<file path="src/rtl/counter_arbiter.sv">
// counter_arbiter: round-robin owner of a shared up-counter (clear, run, release); define COUNTER_ARB_PRIORITY_EN for fixed lowest-index priority
module counter_arbiter #(
  parameter int REQS = 4,
  parameter int BITS = 2,
  parameter int HOLD = 8
) (
  input  logic            clk,
  input  logic            rst_n,
  input  logic [REQS-1:0] req_i,
  output logic [REQS-1:0] grant_o,
  output logic            cnt_reset_o,
  output logic            cnt_enable_o,
  input  logic [BITS-1:0] cnt_value_i,
  output logic [BITS-1:0] owner_val_o,
  output logic            busy_o
);
  localparam int IW = $clog2(REQS);
  localparam int TW = $clog2(HOLD + 1);
  typedef enum logic [1:0] {IDLE, CLEAR, RUN, RELEASE} state_t;
  state_t          state_q, state_d;
  logic [IW-1:0]   owner_q, owner_d, pick;
  logic [TW-1:0]   tenure_q, tenure_d;
  logic [REQS-1:0] grant_q, grant_d;
  logic            cnt_reset_q, cnt_reset_d, cnt_enable_q, cnt_enable_d;
`ifdef COUNTER_ARB_PRIORITY_EN
  always_comb begin
    pick = '0;
    for (int i = REQS - 1; i >= 0; i--) if (req_i[i]) pick = IW'(i);
  end
`else
  logic [IW-1:0] last_q, last_d, pick_hi, pick_lo;
  logic          any_hi;
  // requesters above the last owner take precedence, then wrap to the bottom
  always_comb begin
    pick_hi = '0;
    pick_lo = '0;
    any_hi  = 1'b0;
    for (int i = REQS - 1; i >= 0; i--) begin
      if (req_i[i] && IW'(i) > last_q) begin
        pick_hi = IW'(i);
        any_hi  = 1'b1;
      end
      if (req_i[i] && IW'(i) <= last_q) pick_lo = IW'(i);
    end
  end
  assign pick   = any_hi ? pick_hi : pick_lo;
  assign last_d = (state_q == RELEASE) ? owner_q : last_q;
  always_ff @(posedge clk or negedge rst_n)
    if (!rst_n) last_q <= IW'(REQS - 1);
    else last_q <= last_d;
`endif
  always_comb begin
    state_d  = state_q;
    owner_d  = owner_q;
    tenure_d = tenure_q;
    unique case (state_q)
      IDLE: if (|req_i) begin
        owner_d = pick;
        state_d = CLEAR;
      end
      CLEAR: begin
        tenure_d = '0;
        state_d  = RUN;
      end
      RUN: begin
        tenure_d = tenure_q + TW'(1);
        if (!req_i[owner_q] || tenure_q == TW'(HOLD - 1)) state_d = RELEASE;
      end
      RELEASE: state_d = IDLE;
      default: state_d = IDLE;
    endcase
  end
  // outputs are registered from the next state so they change with the state
  assign grant_d      = (state_d == CLEAR || state_d == RUN) ? (REQS'(1) << owner_d) : '0;
  assign cnt_reset_d  = state_d == CLEAR;
  assign cnt_enable_d = state_d == RUN;
  always_ff @(posedge clk or negedge rst_n)
    if (!rst_n) begin
      state_q      <= IDLE;
      owner_q      <= '0;
      tenure_q     <= '0;
      grant_q      <= '0;
      cnt_reset_q  <= 1'b0;
      cnt_enable_q <= 1'b0;
    end else begin
      state_q      <= state_d;
      owner_q      <= owner_d;
      tenure_q     <= tenure_d;
      grant_q      <= grant_d;
      cnt_reset_q  <= cnt_reset_d;
      cnt_enable_q <= cnt_enable_d;
    end
  assign grant_o      = grant_q;
  assign cnt_reset_o  = cnt_reset_q;
  assign cnt_enable_o = cnt_enable_q;
  assign busy_o       = state_q != IDLE;
  assign owner_val_o  = |grant_q ? cnt_value_i : '0;
  assert property (@(posedge clk) disable iff (!rst_n)
    $onehot0(grant_q) && !(cnt_reset_q && cnt_enable_q));
endmodule

</file>
<file path="config.mk">
export PLATFORM = sky130hd
export DESIGN_NAME = counter_arbiter
export DESIGN_NICKNAME = d
export VERILOG_FILES = /design/src/rtl/counter_arbiter.sv
export SDC_FILE = /design/constraint.sdc
export NUM_CORES = 1
export LEC_CHECK = 0
export CAP_MARGIN = 10
export CORE_MARGIN = 4
export CORE_UTILIZATION = 64
export CTS_CLUSTER_SIZE = 25
export DETAILED_ROUTE_END_ITERATION = 12
export DONT_BUFFER_PORTS = 1
export PLACE_DENSITY = 0.82
export SLEW_MARGIN = 10
export SYNTH_ARGS = -nofsm -noshare
export SYNTH_HDL_FRONTEND = slang
export SYNTH_SLANG_ARGS = --single-unit
</file>
<file path="constraint.sdc">
create_clock -name clk -period 4.1 [get_ports clk]
set_clock_uncertainty 0.15 [all_clocks]
set_input_delay 0.615 -clock clk [delete_from_list [all_inputs] [get_ports clk]]
set_output_delay 0.615 -clock clk [all_outputs]
set_load 0.01 [all_outputs]
</file>
Word level (Yosys, flattened, before mapping)

Cells that the tools add are included.

$add $sub $neg: 1
$lt $le $gt $ge: 9
Equality and inequality tests: 6
Shift-type cells: 1
Multiplexer cells: 23
Reduce and logical (&&, ||, !) cells: 16

Operators with widths:

| operator              | count |
|---|---|
| $mux W2               | 14 |
| $logic_and A1 B1 Y1   | 8 |
| $pmux W2 S4           | 1 |
| $pmux W4 S2           | 1 |
| $reduce_or A4 Y1      | 2 |
| $eq A2 B2 Y1 const B  | 3 |
| $mux W1               | 5 |
| $add A4 B1 Y4 const B | 1 |
| $eq A2 B1 Y1 const B  | 2 |
| $eq A4 B3 Y1 const B  | 1 |
| $gt A1 B2 Y1 const A  | 2 |
| $gt A2 B2 Y1 const A  | 2 |
| $le A1 B2 Y1 const A  | 2 |
| $le A2 B2 Y1 const A  | 2 |
| $mux W4               | 1 |
| $reduce_bool A2 Y1    | 2 |
| $shl A1 B2 Y4 const A | 1 |
| $lt A2 B3 Y1 const B  | 1 |
| $bmux W1 S2           | 1 |
| $logic_not A2 Y1      | 1 |
| $logic_or A1 B1 Y1    | 2 |
| $logic_not A1 Y1      | 1 |

Register bits: 16
Input port bits: 8
Word-level logic and storage cells: 63

Longest topological paths before layout

Depth in word-level cells: 11
Mapped depth: 9

Worst setup path after synthesis

No wires, ideal clock.

Path type: input -> register
Start: input port req_i[3]
End: register grant_q[1], in the netlist grant_o[1]
Library setup time: 95 ps
Arrival time: 2,238 ps
Data required time: 3,855 ps
Path slack: 1,616 ps
Stages: 6
Buffers on the path: 0
Path through: mux4_2 o21ai_1 o31ai_2 ha_1 or3_2 o31ai_1

Cells in the longest elaborated chain, start to end: 10
Elaborated cells between the ends (all ways): 30

Ends and longest elaborated chain:

| what                                                | line | RTL |
|---|---|---|
| start: declaration                                  | 9    | `input logic [REQS-1:0] req_i,` |
| branches (longest 9 deep; another with $pmux W2 S4) | --   |  |
| $mux W4 *                                           | 74   | `assign grant_d = (state_d == CLEAR \|\| state_d == RUN) ? (REQS'(1) << owner_d) : '0;` |
| named net grant_d[1]                                | 23   | `logic [REQS-1:0] grant_q, grant_d;` |
| end signal: assignment                              | 89   | `grant_q <= grant_d;` |
| end: declaration                                    | 23   |  |

Mark *: on every way through the listed nets, which the timed path passes. The select of a mux whose other input is x is not followed.
A chain may end at the register's enable or synchronous reset.

Final worst setup path

Start: register state_q[0]
End: register grant_q[3], in the netlist grant_o[3]

Cells in the longest elaborated chain, start to end: 5
Elaborated cells between the ends (all ways): 13

Ends and longest elaborated chain:

| what                                                | line | RTL |
|---|---|---|
| start: declaration                                  | 20   | `state_t state_q, state_d;` |
| start signal: assignment                            | 86   | `state_q <= state_d;` |
| $eq A2 B2 Y1 (tied with other cells)                | 56   | `unique case (state_q)` |
| $pmux W2 S4                                         | 56   |  |
| $eq A2 B1 Y1 / $eq A2 B2 Y1 (equally long branches) | 74   |  |
| $logic_or A1 B1 Y1                                  | 74   |  |
| $mux W4 *                                           | 74   |  |
| named net grant_d[3]                                | 23   |  |

Mark *: on every way through the listed nets, which the timed path passes. The rest lies on a longest branch.

==> results.cfg <==
[placed_design]
numPortBuffers = 0
pre_cts_ws_ns = 1.384
globalplace.congestion = 0.7582
hpwl_mm = 1.389
dp.cells = 98

[timing]
max_freq_mhz = 361.8
finalSetupTns_ns = 0
hold_violations = 0
worst_slack_ns = 1.336
drv_slew = 0
rsz0062_at_grt = no
tightest_slew_ns = 0.6091
min_period_over_period_pct = 67.41
layout_min_cycle_time_ns = 2.764
relSlewSlack_pct = 59.26
setup_viol = 0

[yosys]
ys_types = 31
ys_top_cells_by_count = dfrtp_1, nand2_1, ha_1
synthArstFlopShare_pct = 100.0
syn_nets = 100
ys_seq_area_share_pct = 45.10
yosys.area.top_type = dfrtp_1
syn-cell-area_sq_um = 893.4
yosysMostFrequentCell = dfrtp_1
yosysTopAreaCellShare_pct = 39.22
yosys-top-cells-area = dfrtp_1, ha_1, dfstp_2
synth_seq_cells = 16
yosysWarningCount = 0
synth_cells = 85
syn_area_per_cell_sq_um = 10.51
synth_edf_count = 0
ys.flop_type = dfrtp_1

[routing]
drt_iter0_drc = 15
wirelength_mm = 1.881
avgViaCountPerCell = 6.837
post_drt_wl_per_cell_um = 18.09
first_pass_iters = 4
ant_nets = 0
vias = 711
drcViolationCount = 0

[cts]
clk_pin_slew_worst_paths_ns = 0.09
post-cts-setup-buffers = 0
cts-buffers-inserted = 3
cts_tree = yes
postCtsResizedCells = 0
cts_max_path_buffers = 2
cts.sinks = 16
clk-insertion-delay-late_ns = 0.28
root_buffer = clkbuf_4
htreeDepth = 1

[min_path]
hold_class = flop to flop
min_from = tenure_q[3]$_DFFE_PN0P_

[global_route]
gr-usage-met2_pct = 32.77
overflow = 0
grt_pass1_wl_mm = 2.829
grt_start_max_net_pins = 15
grt_pass1_vias = 650
antenna_found_initial = 0
top_usage_layer = met2
grt.met3_usage_pct = 5.578
grt_use_met1_pct = 23.51
grt_util_all_layers_pct = 19.87

[setup_path]
crit_path_max_fanout = 5
crit_arrival_ns = 2.78
cp.depth = 8
crit_type = flop to flop
r2r_slack_ns = 1.34
start_kind = flop
r2r_cells = 8
slowest_stage = or3_2
crit_path_frequent_cell = ha_1
crit_start = state_q[0]$_DFF_PN0_
reg2reg_from = state_q[0]$_DFF_PN0_
slowest_delay_ns = 0.53
path_buf_inv = 1
critPathCaptureType = flop
required_ns = 4.12
crit_end = grant_o[3]$_DFF_PN0_
reg2reg_to = grant_o[3]$_DFF_PN0_
worstPathCellList = inv_1 > ha_1 > nor2_1 > a31oi_1 > o31ai_2 > ha_1 > or3_2 > o31ai_1
crit_family = adder cells

[finish]
final_cells = 104
final_util_pct = 73.27
syn_to_final_growth_pct = 6.723
fill_cells = 87
nNetsFinal = 105
antenna_cells = 0
layout-drive-gt1-share_pct = 13.48

[floorplanning]
core_sq_mm = 0.001301
die-area_sq_mm = 0.002058
io_pins = 17
start_util_pct = 68.65
die_h_um = 45.36
rows = 13
die_w_um = 45.36

[run]
maxCapViolations = 0

[outcome]
outcome = completed

[pwr]
total_power_mw = 0.7862
power_leakage_nw = 0.4255
irDropWorstVdd_v = 0.0005078
powerDensity_mw_per_mm2 = 824.6
-- worst min-delay path by stage --
stage / end / cells after the start
floorplan: cnt_enable_o$_DFF_PN0_ / 0
global route: tenure_q[3]$_DFFE_PN0P_ / 1
CTS: last_q[0]$_DFFE_PN1N_ / 0
global placement: grant_o[3]$_DFF_PN0_ / 0
finish: tenure_q[3]$_DFFE_PN0P_ / 1
detailed placement: owner_q[1]$_DFF_PN0_ / 0
-- logic make-up after synthesis --
| family | synth area share [%] |
|---|---|
| AO/OA/AOI/OAI | 16.81 |
| adder cells (fa/ha/maj) | 9.803 |
| buffers and inverters | 4.202 |
| flip-flops | 45.10 |
| multiplexers | 7.283 |
| AND/OR/NAND/NOR | 16.81 |
-- sequential cells by signal, indices dropped and copies added, names as in the netlist --
| signal | cells |
|---|---|
| grant_o | 4 |
| last_q | 2 |
| cnt_reset_o | 1 |
| owner_q | 2 |
| tenure_q | 4 |
| cnt_enable_o | 1 |
| state_q | 2 |
-- report_power, final --
group | leakage [nW] | internal, mW | switching [mW]
clock network | 0.0210 | 0.0540 | 0.0491
logic | 0.201 | 0.162 | 0.227
registers | 0.204 | 0.225 | 0.0698
-- cells in the final DEF (no fill, tap or decap), types with 2 or more instances in the layout --
master         count
dfstp_2            2
nand2b_1           4
nand2_1            9
nor4_1             2
mux2i_1            2
nor2b_1            4
dlygate4sd3_1      2
mux2_2             2
o31ai_1            5
a21oi_1            3
o21ai_0            4
nor3b_1            2
clkbuf_4           3
nor2_1             2
ha_1               7
inv_1              6
nand3_1            2
dfrtp_1           14
-- layer usage --
metal | part of all wire (%) | up-vias
met3 | 7.1 | 11
met2 | 47 | 43
met1 | 42 | 338
met5 | 0 | -
li1 | - | 319
met4 | 3.8 | 0
-- what timing repair did --
action | CTS | global route
endpoints found under the setup margin | 0 | 0
endpoints found under the hold margin | 14 | 2
hold buffers | 1 | 1
-- per-stage QoR --
step | area (sq um) | hold WS, ns
floorplan | 893.4 | 0.1694
global placement | 897.1 | 0.1698
detailed placement | 897.1 | 0.1698
CTS | 943.4 | 0.01000
global route | 953.4 | 0.3806
finish | 953.4 | 0.3513
-- final cells by class --
type	count	area [sq um]	area share, %
multi-input cells	61	452.9	47.51
flip-flops and latches	16	402.9	42.26
clock buffers	4	36.28	3.806
inverters	6	22.52	2.362
repair buffers	2	20.02	2.100
well taps	15	18.77	1.969
No activity file was read; power rests on OpenSTA's default activity.
